<file path="src/rtl/pwm_capture_if.sv">
// Signal bundle between a PWM source and the pwm_capture measurement block.
interface pwm_capture_if #(
  parameter int unsigned CNT_W = 28
);
  logic             pwm_in;
  logic             clear;
  logic [CNT_W-1:0] period;
  logic [CNT_W-1:0] high_time;
  logic             valid;
  logic             stuck;
  logic             stuck_level;

  modport master (
    output pwm_in, clear,
    input  period, high_time, valid, stuck, stuck_level
  );

  modport slave (
    input  pwm_in, clear,
    output period, high_time, valid, stuck, stuck_level
  );
endinterface

</file>
<file path="src/rtl/pwm_capture.sv">
// Measures period and high time of an asynchronous PWM input in int_osc clocks,
// with stuck-input detection and saturating counters.
module pwm_capture #(
  parameter int unsigned CNT_W       = 28,
  parameter int unsigned TIMEOUT_CYC = 2**26
) (
  input  logic         int_osc,
  input  logic         rstn,
  pwm_capture_if.slave bus
);

  typedef enum logic [1:0] {IDLE, ARMED, MEAS} state_e;

  localparam longint unsigned TO_LAST = longint'(TIMEOUT_CYC) - 64'd1;

  state_e           state_q, state_d;
  logic             s1_q, s1_d, s2_q, s2_d, s3_q, s3_d;
  logic [CNT_W-1:0] cnt_q, cnt_d;
  logic [CNT_W-1:0] hi_pend_q, hi_pend_d;
  logic [CNT_W-1:0] period_q, period_d;
  logic [CNT_W-1:0] high_q, high_d;
  logic             valid_q, valid_d;
  logic             stuck_q, stuck_d;
  logic             stuck_lvl_q, stuck_lvl_d;

  logic             rise, fall, timeout_hit;
  logic [CNT_W-1:0] cnt_inc;

  assign rise        = s2_q & ~s3_q;
  assign fall        = ~s2_q & s3_q;
  assign cnt_inc     = (cnt_q == '1) ? cnt_q : cnt_q + CNT_W'(1);
  // A counter narrower than the timeout saturates first, so the timeout never fires.
  assign timeout_hit = (state_q != IDLE) && (64'(cnt_q) == TO_LAST);

  always_comb begin
    state_d     = state_q;
    s1_d        = bus.pwm_in;
    s2_d        = s1_q;
    s3_d        = s2_q;
    cnt_d       = cnt_inc;
    hi_pend_d   = hi_pend_q;
    period_d    = period_q;
    high_d      = high_q;
    valid_d     = 1'b0;
    stuck_d     = stuck_q;
    stuck_lvl_d = stuck_lvl_q;

    if (bus.clear) begin
      state_d   = IDLE;
      cnt_d     = '0;
      hi_pend_d = '0;
      period_d  = '0;
      high_d    = '0;
      stuck_d   = 1'b0;
    end else begin
      case (state_q)
        IDLE: begin
          cnt_d     = '0;
          hi_pend_d = '0;
          if (rise) begin
            state_d = ARMED;
            stuck_d = 1'b0;
          end
        end
        ARMED, MEAS: begin
          if (rise) begin
            state_d  = MEAS;
            cnt_d    = '0;
            period_d = cnt_inc;
            high_d   = hi_pend_q;
            valid_d  = 1'b1;
          end else if (timeout_hit) begin
            state_d     = IDLE;
            cnt_d       = '0;
            hi_pend_d   = '0;
            stuck_d     = 1'b1;
            stuck_lvl_d = s2_q;
          end else if (fall) begin
            hi_pend_d = cnt_inc;
          end
        end
        default: begin
          state_d = IDLE;
          cnt_d   = '0;
        end
      endcase
    end
  end

  always_ff @(posedge int_osc or negedge rstn) begin
    if (!rstn) begin
      state_q     <= IDLE;
      s1_q        <= 1'b0;
      s2_q        <= 1'b0;
      s3_q        <= 1'b0;
      cnt_q       <= '0;
      hi_pend_q   <= '0;
      period_q    <= '0;
      high_q      <= '0;
      valid_q     <= 1'b0;
      stuck_q     <= 1'b0;
      stuck_lvl_q <= 1'b0;
    end else begin
      state_q     <= state_d;
      s1_q        <= s1_d;
      s2_q        <= s2_d;
      s3_q        <= s3_d;
      cnt_q       <= cnt_d;
      hi_pend_q   <= hi_pend_d;
      period_q    <= period_d;
      high_q      <= high_d;
      valid_q     <= valid_d;
      stuck_q     <= stuck_d;
      stuck_lvl_q <= stuck_lvl_d;
    end
  end

  assign bus.period      = period_q;
  assign bus.high_time   = high_q;
  assign bus.valid       = valid_q;
  assign bus.stuck       = stuck_q;
  assign bus.stuck_level = stuck_lvl_q;

endmodule
</file>
<file path="src/flat_wrapper.sv">
// flat-port wrapper written by rule: the top's interface ports become plain ports
module pwm_capture_flat 
#(
  parameter int unsigned CNT_W       = 28,
  parameter int unsigned TIMEOUT_CYC = 2**26
)
  (int_osc, rstn, bus_pwm_in, bus_clear, bus_period, bus_high_time, bus_valid, bus_stuck, bus_stuck_level);
  pwm_capture_if #(.CNT_W(CNT_W)) bus_i ();
  input  logic int_osc;
  input  logic rstn;
  input wire logic [$bits(bus_i.pwm_in)-1:0] bus_pwm_in;
  input wire logic [$bits(bus_i.clear)-1:0] bus_clear;
  output wire logic [$bits(bus_i.period)-1:0] bus_period;
  output wire logic [$bits(bus_i.high_time)-1:0] bus_high_time;
  output wire logic [$bits(bus_i.valid)-1:0] bus_valid;
  output wire logic [$bits(bus_i.stuck)-1:0] bus_stuck;
  output wire logic [$bits(bus_i.stuck_level)-1:0] bus_stuck_level;
  assign bus_i.pwm_in = bus_pwm_in;
  assign bus_i.clear = bus_clear;
  assign bus_period = bus_i.period;
  assign bus_high_time = bus_i.high_time;
  assign bus_valid = bus_i.valid;
  assign bus_stuck = bus_i.stuck;
  assign bus_stuck_level = bus_i.stuck_level;
  pwm_capture #(.CNT_W(CNT_W), .TIMEOUT_CYC(TIMEOUT_CYC)) u_core (.int_osc(int_osc), .rstn(rstn), .bus(bus_i));
endmodule
</file>
<file path="config.mk">
export PLATFORM = sky130hd
export DESIGN_NAME = pwm_capture_flat
export DESIGN_NICKNAME = d
export VERILOG_FILES = /design/src/rtl/pwm_capture_if.sv /design/src/rtl/pwm_capture.sv /design/src/flat_wrapper.sv
export SDC_FILE = /design/constraint.sdc
export NUM_CORES = 1
export LEC_CHECK = 0
export ABC_AREA = 1
export CAP_MARGIN = 10
export CORE_AREA = 2 2 108 110
export DETAILED_ROUTE_END_ITERATION = 16
export DIE_AREA = 0 0 110 112
export PLACE_DENSITY = 0.74
export RECOVER_POWER = 100
export SYNTH_ARGS = -nofsm -noshare
export SYNTH_HDL_FRONTEND = slang
export SYNTH_SLANG_ARGS = --single-unit
</file>
<file path="constraint.sdc">
create_clock -name int_osc -period 1.7 [get_ports int_osc]
set_input_delay 0.17 -clock int_osc [delete_from_list [all_inputs] [get_ports int_osc]]
set_output_delay 0.17 -clock int_osc [all_outputs]
set_load 0.005 [all_outputs]
</file>
==> flow_summary.rst <==
.. list-table::
   :header-rows: 1

   * - Metric
     - Value
   * - GP Congestion
     - 0.920
   * - Number of H-tree levels
     - 4
   * - Number of vias per cell
     - 5.14
   * - Gate Count Post-Synth
     - slightly above 600
   * - Met2 Track Usage GR
     - 36.4%
   * - Total number of clock tree sinks
     - 120
   * - Critical Path Start Type
     - flip-flop
   * - Post-synthesis net count
     - 627
   * - Launch instance of the worst min-delay path
     - bus_pwm_in
   * - Share of the core filled with cells in the final layout
     - just under 70%
   * - Time the final worst path needs with I/O delays and setup
     - approximately 1.8 ns
   * - Worst IR Drop VDD
     - 0.641 mV
   * - Number of max-cap violations
     - 0
   * - Cts bufs inserted
     - 17
   * - Combinational Power Share
     - 7.2%
   * - Placed Cells
     - 862
   * - Total vias in the final route
     - 4637
   * - Largest net degree at the start of global routing
     - 47
   * - Global-route total usage across every layer
     - about a quarter
   * - Worst Skew
     - 0.00856 ns
   * - Reg2Reg Setup Slack
     - -0.05 ns
   * - Top library cells by usage in the layout, fill and taps aside
     - sky130_fd_sc_hd__nand2_1 (203), sky130_fd_sc_hd__dfrtp_1 (118), sky130_fd_sc_hd__dlygate4sd3_1 (61)
   * - Maximum buffer depth of the clock tree
     - 2
   * - Router iterations before antenna repair
     - 4
   * - Violation count after the first detailed-route iteration
     - 206
   * - Standard-cell row count
     - 39
   * - Hold Violations, Final
     - 0
   * - Share of the clock period used by the worst path
     - 103%
   * - Die Outline Area
     - 0.0123 mm^2
   * - CTS tree
     - yes
   * - Remaining routing DRC violations
     - 0
   * - Met1 layer usage reported by global route
     - 34.7%
   * - Type of the worst min-delay path
     - primary input to flip-flop
   * - Data arrival time of the worst path
     - a little over 2 ns
   * - Category of the critical setup timing path
     - flip-flop to flip-flop
   * - Pin slew with the least headroom to its limit
     - roughly 0.86 ns
   * - Layout cells sized above 1
     - 26.4%
   * - Die height
     - around 110 um
   * - Failing checks
     - setup timing
   * - Area taken by multi-input logic gates
     - 0.00247 mm^2
   * - Max_slew headroom
     - 42.7%
   * - Total of endpoints with negative setup slack in the final report
     - 35
   * - Setup crit start
     - u_core.state_q[1]
   * - Antenna violations before repair
     - 0
   * - Mean cell area of the mapped netlist
     - 8.77 um^2
   * - CP Capture Type
     - flip-flop
   * - Clock-pin slew of the registers on the worst-case setup and hold paths
     - 0.06 ns
   * - Fin nets
     - 754
   * - Std-Cell Core Area
     - 0.0112 mm^2
   * - Sequential area share after synthesis
     - 55.2%
   * - Storage element area
     - 0.00301 mm^2
   * - Number of synthesis warnings
     - 0
   * - Total Negative Setup Slacks
     - -0.876 ns
   * - Clk pwr share
     - about half
   * - Number of antenna repair diodes
     - 0
   * - Most common library cell in the layout ignoring fill and taps
     - sky130_fd_sc_hd__nand2_1
   * - Non-filler instance count after layout
     - between 900 and 1000
   * - Startpoint of the most critical register-to-register path
     - u_core.state_q[1]
   * - Net switching power
     - 1.68 mW
   * - Required time of the worst setup path
     - 1.99 ns
   * - Post-DP HPWL
     - 9700 um
   * - Achievable frequency
     - 0.571 GHz
   * - Switching share of power
     - approximately a quarter
   * - Detailed-route wire length per cell
     - 15.6 um
   * - Final worst-path setup slack
     - -0.0519 ns
   * - Clock latency on the worst-skew pair
     - 0.41 ns
   * - Number of global-route vias before repair
     - approximately 4600
   * - Leakage power total
     - 3.86 nW
   * - Aggregate routed wire length
     - approximately 14000 um
   * - Clock root cell
     - sky130_fd_sc_hd__clkbuf_16
   * - Met3 demand-to-capacity share in global routing
     - 5.62%
   * - Layout-stage area growth over the synthesis result
     - 39.9%
   * - Max FO, Critical Path
     - 35
   * - Sequential share of power
     - 42.9%
   * - Number of distinct library cells after synthesis
     - 30
   * - Status
     - finished, violations left
   * - Setup repair after global routing missed its margin
     - true
   * - Global-route wire length before repair
     - about 23000 um
   * - Starting density of the core
     - 48.7%
   * - Filler cell count in the final layout
     - 845
   * - Number of top-level pins
     - 63
   * - Count of input and output buffers
     - 62
   * - Post-detailed-route count of antenna-violating nets
     - 0
   * - Pins Over Slew Limit
     - 0
   * - Die width
     - approximately 110 um
   * - Post-Synthesis Cell Area
     - 0.00544 mm^2
   * - Number of register bits inferred by synthesis
     - 120
   * - Total grt overflow
     - 0
   * - Busiest metal layer after global routing
     - met2
   * - Cell internal pwr
     - 5.04 mW
   * - Areal power density over the cells
     - between 800 and 900 mW/mm^2
cell type report:
| type | instances | share of cell area (%) |
|---|---|---|
| clock inverters | 15 | 1.71 |
| well taps | 143 | 2.35 |
| flip-flops and latches | 120 | 39.5 |
| multi-input cells | 435 | 32.5 |
| inverters | 42 | 2.15 |
| repair buffers | 131 | 16.2 |
| clock buffers | 17 | 5.59 |
sequential cells by signal, indices dropped and copies added, names as in the netlist:
name / count
u_core.bus.high_time: 28
u_core.bus.period: 28
u_core.cnt_q: 28
u_core.hi_pend_q: 28
u_core.state_q: 2
u_core.bus.stuck: 1
u_core.bus.stuck_level: 1
u_core.bus.valid: 1
u_core.s1_q: 1
u_core.s2_q: 1
u_core.s3_q: 1
Yosys cell counts, drive strengths merged:
| cell type | n | share of area [%] |
|---|---|---|
| o21bai | 5 | 0.69 |
| nor3 | 2 | 0.18 |
| dfrtp | 120 | 55 |
| clkbuf | 9 | 0.62 |
| inv | 42 | 2.9 |
| nand3 | 21 | 2.6 |
| xor2 | 6 | 0.97 |
| nand2 | 230 | 16 |
| o21ai | 23 | 2.8 |
| or2 | 2 | 0.23 |
| nand3b | 3 | 0.41 |
| nor2 | 77 | 5.8 |
| a21oi | 10 | 0.92 |
| ha | 3 | 0.69 |
| xnor2 | 3 | 0.48 |
| buf | 14 | 1.4 |
| a31oi | 1 | 0.12 |
| a22o | 42 | 6.8 |
| nand4 | 7 | 0.81 |
timing repair:
| action | CTS | global route |
|---|---|---|
| hold buffers | 1 | 0 |
| pin swaps | 0 | 20 |
| endpoints found under the setup margin | 32 | 76 |
| setup buffers | 2 | 6 |
| resized for setup | 10 | 91 |
| hold endpoints to repair | 34 | 0 |
power groups by stage:
stage / Combinational, mW / Clock (mW) / Sequential (mW)
global route: 0.527 / 3.54 / 2.88
CTS: 0.440 / 3.39 / 2.88
finish: 0.486 / 3.35 / 2.88
global placement: 0.400 / 0 / 2.93
floorplan: 0.191 / 0 / 2.93
detailed placement: 0.410 / 0 / 2.93
metrics by stage:
step	hold slack, ns	setup WS, ns	total power, mW	cell area [um^2]
after global placement	0.152	-0.0265	3.33	6690
after CTS	0.196	0.000143	6.72	7310
after detailed placement	0.160	-0.0202	3.34	6690
final	0.318	-0.0519	6.72	7610
after global routing	0.317	-0.107	6.95	7610
after floorplan	-0.126	0.0125	3.13	5480
logic make-up after synthesis:
kind of cell,after synthesis,share of synthesized area (%)
fa+ha+maj,3,0.691
flops,120,55.2
compound gates,81,11.3
simple gates,342,26.4
xor+xnor,9,1.45
buf+inv,65,4.97
per-layer routing:
layer / wire length [um] / share of wire [%] / up-vias
met2: 6600 / 47 / 78
met1: 6840 / 49 / 2279
li1: - / - / 2260
met5: 0 / 0 / -
met3: 418 / 3.0 / 20
met4: 219 / 1.6 / 0
worst max-delay path: stages, from the launching register on:
cell and delay (ns):
sky130_fd_sc_hd__dfrtp_1 0.35, sky130_fd_sc_hd__inv_1 0.07, sky130_fd_sc_hd__ha_4 0.29, sky130_fd_sc_hd__inv_1 0.08, sky130_fd_sc_hd__o21ai_0 0.23, sky130_fd_sc_hd__inv_1 0.11, sky130_fd_sc_hd__buf_6 0.20, sky130_fd_sc_hd__a22o_1 0.27
worst paths after layout:
| kind | end | depth (start not counted) |
|---|---|---|
| max | u_core.bus.period[9] | 7 |
| min | u_core.s1_q | 1 |
| max reg2reg | u_core.bus.period[9] | 7 |
| min reg2reg | u_core.s2_q | 0 |
| max in group asynchronous | u_core.cnt_q[0] | 3 |
| min in group asynchronous | u_core.bus.high_time[6] | 2 |
Power figures use the tool's default switching activity.
